File: config.mk
export PLATFORM = sky130hd
export DESIGN_NAME = ps2_key_decoder
export DESIGN_NICKNAME = d
export VERILOG_FILES = /design/src/rtl/ps2_key_decoder.sv
export SDC_FILE = /design/constraint.sdc
export NUM_CORES = 1
export LEC_CHECK = 0
export CAP_MARGIN = 20
export CORE_ASPECT_RATIO = 0.9
export CORE_MARGIN = 4
export CORE_UTILIZATION = 47
export DETAILED_ROUTE_END_ITERATION = 8
export PLACE_DENSITY = 0.89
export RECOVER_POWER = 100
export SYNTH_ARGS = -nofsm -noshare
export SYNTH_HDL_FRONTEND = slang
export SYNTH_SLANG_ARGS = --single-unit
File: constraint.sdc
create_clock -name clk -period 3.6 [get_ports clk]
set_clock_uncertainty 0.2 [all_clocks]
set_input_delay 0.54 -clock clk [delete_from_list [all_inputs] [get_ports clk]]
set_output_delay 0.54 -clock clk [all_outputs]
set_load 0.05 [all_outputs]
File: src/rtl/ps2_key_decoder.sv
// PS/2 scan-code decoder: polls the ps2_if FIFO, folds E0/F0/E1 prefixes into single key events.
// Optional typematic-repeat suppression: define PS2_DEC_REPEAT_FILTER_EN.
module ps2_key_decoder #(
    parameter int unsigned POLL_DIV       = 64,
    parameter int unsigned PREFIX_TIMEOUT = 50000
) (
    input  logic        clk,
    input  logic        rst,
    input  logic [31:0] ps2_status,
    input  logic [31:0] ps2_data,
    output logic        ps2_rd,
    output logic [7:0]  key_code,
    output logic        key_ext,
    output logic        key_break,
    output logic        key_valid
);

    localparam int unsigned CNT_W = $clog2(POLL_DIV);
    localparam int unsigned TMO_W = $clog2(PREFIX_TIMEOUT + 1);
    localparam logic [CNT_W-1:0] POLL_LAST = CNT_W'(POLL_DIV - 1);
    localparam logic [TMO_W-1:0] TMO_LAST  = TMO_W'(PREFIX_TIMEOUT - 1);

    typedef enum logic [1:0] {
        S_IDLE,
        S_PFX,
        S_SKIP
    } state_t;

    state_t           state;
    logic [CNT_W-1:0] poll_cnt;
    logic [TMO_W-1:0] tmo_cnt;
    logic [2:0]       skip_cnt;
    logic             ext_flag;
    logic             brk_flag;

    logic       pop;
    logic [7:0] rx_byte;
    logic       is_prefix;
    logic       is_filler;
    logic       ev_fire;
    logic [7:0] ev_code;
    logic       ev_ext;
    logic       ev_brk;
    logic       emit;
    logic       unused_bits;

    assign unused_bits = ^{ps2_status[31:1], ps2_data[31:8]};

    // FWFT FIFO: the head byte is valid for the whole pop cycle and is consumed on its closing edge.
    assign pop       = (poll_cnt == POLL_LAST) && !ps2_status[0];
    assign ps2_rd    = pop;
    assign rx_byte   = ps2_data[7:0];
    assign is_prefix = rx_byte inside {8'hE0, 8'hF0, 8'hE1};
    assign is_filler = rx_byte inside {8'h00, 8'hAA, 8'hFC, 8'hFF};

    always_comb begin
        ev_fire = 1'b0;
        ev_code = rx_byte;
        ev_ext  = ext_flag;
        ev_brk  = brk_flag;
        if (pop) begin
            case (state)
                S_IDLE, S_PFX: ev_fire = !is_prefix && !is_filler;
                S_SKIP: begin
                    if (skip_cnt == 3'd1) begin
                        ev_fire = 1'b1;
                        ev_code = 8'h77;
                        ev_ext  = 1'b1;
                        ev_brk  = 1'b0;
                    end
                end
                default: ev_fire = 1'b0;
            endcase
        end
    end

`ifdef PS2_DEC_REPEAT_FILTER_EN
    logic [7:0] held_code;
    logic       held_ext;
    logic       held_vld;
    logic       held_match;

    assign held_match = held_vld && (held_code == ev_code) && (held_ext == ev_ext);
    assign emit       = ev_fire && !(held_match && !ev_brk);

    always_ff @(posedge clk or posedge rst) begin
        if (rst) begin
            held_code <= '0;
            held_ext  <= 1'b0;
            held_vld  <= 1'b0;
        end else if (ev_fire) begin
            if (!ev_brk) begin
                held_code <= ev_code;
                held_ext  <= ev_ext;
                held_vld  <= 1'b1;
            end else if (held_match) begin
                held_vld <= 1'b0;
            end
        end
    end
`else
    assign emit = ev_fire;
`endif

    always_ff @(posedge clk or posedge rst) begin
        if (rst) begin
            state     <= S_IDLE;
            poll_cnt  <= '0;
            tmo_cnt   <= '0;
            skip_cnt  <= '0;
            ext_flag  <= 1'b0;
            brk_flag  <= 1'b0;
            key_code  <= '0;
            key_ext   <= 1'b0;
            key_break <= 1'b0;
            key_valid <= 1'b0;
        end else begin
            key_valid <= 1'b0;
            poll_cnt  <= (poll_cnt == POLL_LAST) ? '0 : poll_cnt + 1'b1;

            if (emit) begin
                key_code  <= ev_code;
                key_ext   <= ev_ext;
                key_break <= ev_brk;
                key_valid <= 1'b1;
            end

            // A captured byte always restarts the timeout, so capture beats a same-cycle expiry.
            if (pop) begin
                tmo_cnt <= '0;
                case (state)
                    S_IDLE: begin
                        case (rx_byte)
                            8'hE0: begin
                                ext_flag <= 1'b1;
                                state    <= S_PFX;
                            end
                            8'hF0: begin
                                brk_flag <= 1'b1;
                                state    <= S_PFX;
                            end
                            8'hE1: begin
                                skip_cnt <= 3'd7;
                                state    <= S_SKIP;
                            end
                            default: state <= S_IDLE;
                        endcase
                    end
                    S_PFX: begin
                        case (rx_byte)
                            8'hE0: ext_flag <= 1'b1;
                            8'hF0: brk_flag <= 1'b1;
                            default: begin
                                ext_flag <= 1'b0;
                                brk_flag <= 1'b0;
                                state    <= S_IDLE;
                            end
                        endcase
                    end
                    S_SKIP: begin
                        skip_cnt <= skip_cnt - 3'd1;
                        if (skip_cnt == 3'd1) begin
                            state <= S_IDLE;
                        end
                    end
                    default: state <= S_IDLE;
                endcase
            end else if (state != S_IDLE) begin
                if (tmo_cnt == TMO_LAST) begin
                    tmo_cnt  <= '0;
                    skip_cnt <= '0;
                    ext_flag <= 1'b0;
                    brk_flag <= 1'b0;
                    state    <= S_IDLE;
                end else begin
                    tmo_cnt <= tmo_cnt + 1'b1;
                end
            end
        end
    end

endmodule
==> summary.md <==
| Metric | Value |
|---|---|
| Measured slew at the worst slew-check pin | between 2000 and 2500 ps |
| Maximum VDD drop | 0.2548 mV |
| Status | complete, but fails checks |
| Worst hold stages | 1 |
| Post-DP HPWL | between 3 and 4 mm |
| Part of the Yosys area used for sequential elements | between 40% and 50% |
| Placer Congestion | just under 0.9 |
| Synth top area share | roughly half |
| Wire per inst | approximately 15 µm |
| Max-slew violations | 41 |
| Failing checks | max-capacitance violations, max-slew violations |
| Rows | 22 |
| WP depth | 5 |
| Worst Setup Slack post-DPL | between 800 and 900 ps |
| Critical-path cell list | ha_1, nand3b_1, or2_0, inv_1, clkbuf_1 |
| Total of max-cap violations | 1 |
| Sw frac | between 20 and 25% |
| Post-Layout Cell Count | 285 |
| # nets final | approximately 310 |
| Worst path top cell family by delay | buffers and inverters |
| Crit share post-route | 84.91% |
| Post-CTS Hold Buffers | 0 |
| Die area | 5465 µm² |
| Slew headroom | -33.39% |
| Vias in the first global route | 1,603 |
| RSZ-0062 raised after global routing | no |
| Global route overflow | 0 |
| CP peak stage delay | 520 ps |
| Post-Place Cells | approximately 280 |
| Root Driver | clkbuf_8 |
| TritonRoute pass-1 iters | 4 |
| Area of the multi-input gates | roughly 960 µm² |
| Comb power frac | between 3 and 4% |
| Port Buffers | 22 |
| Clk slew on worst S/H paths | about 70 ps |
| Core area | between 4000 and 5000 µm² |
| Fraction of registers with async set/reset | between 90% and 100% |
| WP buf/inv | 2 |
| # resized after CTS | 0 |
| WP data arrival | about 2300 ps |
| Fillers | about 370 |
| CTS tree | done |
| Antenna violations before repair | 0 |
| Clk pwr share | approximately 40% |
| Layout cells sized above 1 | under 10% |
| Via/cell ratio | between 5 and 6 |
| Seq cells post-synth | 40 |
| Avg Cell Area, Syn | a little under 10 µm² |
| FF+latch area | 1001 µm² |
| Post-DRT Antenna Nets | 0 |
| Largest net degree at the start of global routing | roughly 40 |
| Die Ht | a little over 70 µm |
| Biggest area consumer among synthesized cells | dfrtp_1 |
| CP required | around 2900 ps |
| Number of synthesized flops with an enable pin | 0 |
| Cells after synthesis | 211 |
| Setup ws final | roughly 540 ps |
| First-pass GRT wire length | roughly 7.5 mm |
| Leakage | 0.001082 µW |
| Syn_nets | 281 |
| Worst setup SP type | flip-flop |
| CP endpoint kind | output port |
| Final Hold Viols | 0 |
| Top post-synthesis cells by area | dfrtp_1, nor2_1, xor2_1, nand3_1, o21ai_0 |
| CTS Sinks | 40 |
| CTS H-Tree Depth | 2 |
| Vias | between 1,500 and 2,000 |
| Drt initial violations | 85 |
| Slowest CP cell | clkbuf_1 |
| DP Area | ~2300 µm² |
| Area growth syn-to-layout | 16.61% |
| Io pins | 78 |
| Max Root-Sink Buffers | 2 |
| PwrDens | 332.4 nW/µm² |
| Cell-internal power | between 600 and 700 µW |
| Minimum clock period | between 3000 and 4000 ps |
| Crit-path max FO | 9 |
| Die W | 77.48 µm |
| N_diodes | 0 |
| HP Class | reg -> reg |
| Setup_tns | 0 ps |
| GRT Overall Usage | 16.86% |
| Initial core utilization | 49.45% |
| Num CTS Buffers | 5 |
| Final setup fails | 0 |
| Flop pwr share | about 57% |
| Worst-Skew Late Latency | roughly 290 ps |
| Residual DRC | 0 |
| Synth cell types | 46 |
| Total power | 791.5 µW |
| Cell area after layout | around 2400 µm² |
| P_sw | around 160 µW |
| Ys Warns | 0 |
| Critical path type | reg -> out |
| Worst Reg-to-Reg Cells | 8 |
| Post-Route WL | between 4 and 5 mm |
| Post-CTS setup buffers | 0 |
| Post-Syn Area | a little over 2000 µm² |
| Most used DFF post-synth | dfrtp_1 |
| Peak Freq | between 300 and 400 MHz |
## Yosys cell counts, types with 5 or more instances
library cell   n
o21ai_0       14
and3_1         5
nand4_1        7
o22a_1         7
a21oi_1        5
xor2_1        10
inv_1         10
nor2_1        26
dfrtp_1       40
nor3_1         5
nand3_1       17
nand2_1       10
## area by class of cell
type | instances | share of cell area, %
clock buffers | 7 | 4.046
inverters | 11 | 1.734
multi-input cells | 155 | 40.36
flip-flops and latches | 40 | 42.04
well taps | 48 | 2.522
repair buffers | 24 | 9.301
## logic make-up (layout without fill, tap and decap cells)
family | Yosys count | in the layout | share of synthesized area [%]
adders and majority gates | 4 | 4 | 2.451
xor gates and xnor gates | 11 | 11 | 4.718
AOI/OAI and AO/OA | 45 | 45 | 15.13
buffers and inverters | 16 | 42 | 3.432
muxes | 3 | 3 | 1.471
DFF | 40 | 40 | 49.02
and+or+nand+nor | 92 | 92 | 23.78
## flip-flops by register name, indices dropped and copies added (netlist names)
register	cells
state	2
key_valid	1
poll_cnt	6
brk_flag	1
key_break	1
skip_cnt	3
key_code	8
key_ext	1
tmo_cnt	16
ext_flag	1
## power groups by stage
| stage | Clock [µW] | Combinational (µW) | Sequential, µW |
|---|---|---|---|
| finish | 314 | 28.8 | 449 |
| global route | 339 | 32.8 | 449 |
| CTS | 318 | 30.4 | 449 |
| detailed placement | 0 | 30.3 | 458 |
| global placement | 0 | 29.7 | 458 |
| floorplan | 0 | 10.9 | 458 |
## cell usage in the layout, fill, tap and decap left out, types with 2 or more instances in the layout
master           netlist  routed
mux2i_1                3       3
dfrtp_1               40      40
a21o_1                 2       2
nand4_1                7       7
o21ai_0               14      14
and3_1                 5       5
and4_1                 2       2
xor2_1                10      10
o22ai_1                3       3
nor4_1                 4       4
a22o_1                 4       4
o31ai_1                2       2
clkbuf_1               2       3
inv_1                 10      11
clkbuf_8               0       7
nand3_1               17      17
nor3_1                 5       5
nand2_1               10      11
dlygate4sd3_1          0      11
ha_1                   4       4
clkdlybuf4s50_1        0      10
or4b_1                 1       2
nor2_1                26      26
a21oi_1                5       5
o22a_1                 7       7
or2_2                  3       2
nor2b_1                2       2
## final timing paths
kind	start	endpoint	slack (ps)
worst min register to register	key_code[5]	key_code[5]	290
worst max-delay path	poll_cnt[0]	ps2_rd	540
worst min-delay path	key_code[5]	key_code[5]	290
max in group asynchronous	rst	key_break	960
worst max register to register	poll_cnt[0]	key_code[3]	820
min in group asynchronous	rst	key_code[6]	1090
## metal layers
layer  global-route usage (%)  up-vias  part of all wire (%)
li1                         -      818                     -
met3                    4.453        7                   3.2
met4                    5.336        0                   1.4
met1                    21.99      792                    46
met5                        0        -                     0
met2                    27.61       33                    49
## per-stage QoR
step	utilization, %	hold slack, ps
after floorplan	-	246.1
after global placement	55.85	269.3
after detailed placement	55.85	280.4
after CTS	58.18	295.0
after global routing	57.67	315.4
final	57.67	285.9
No activity file was read; power rests on OpenSTA's default activity.
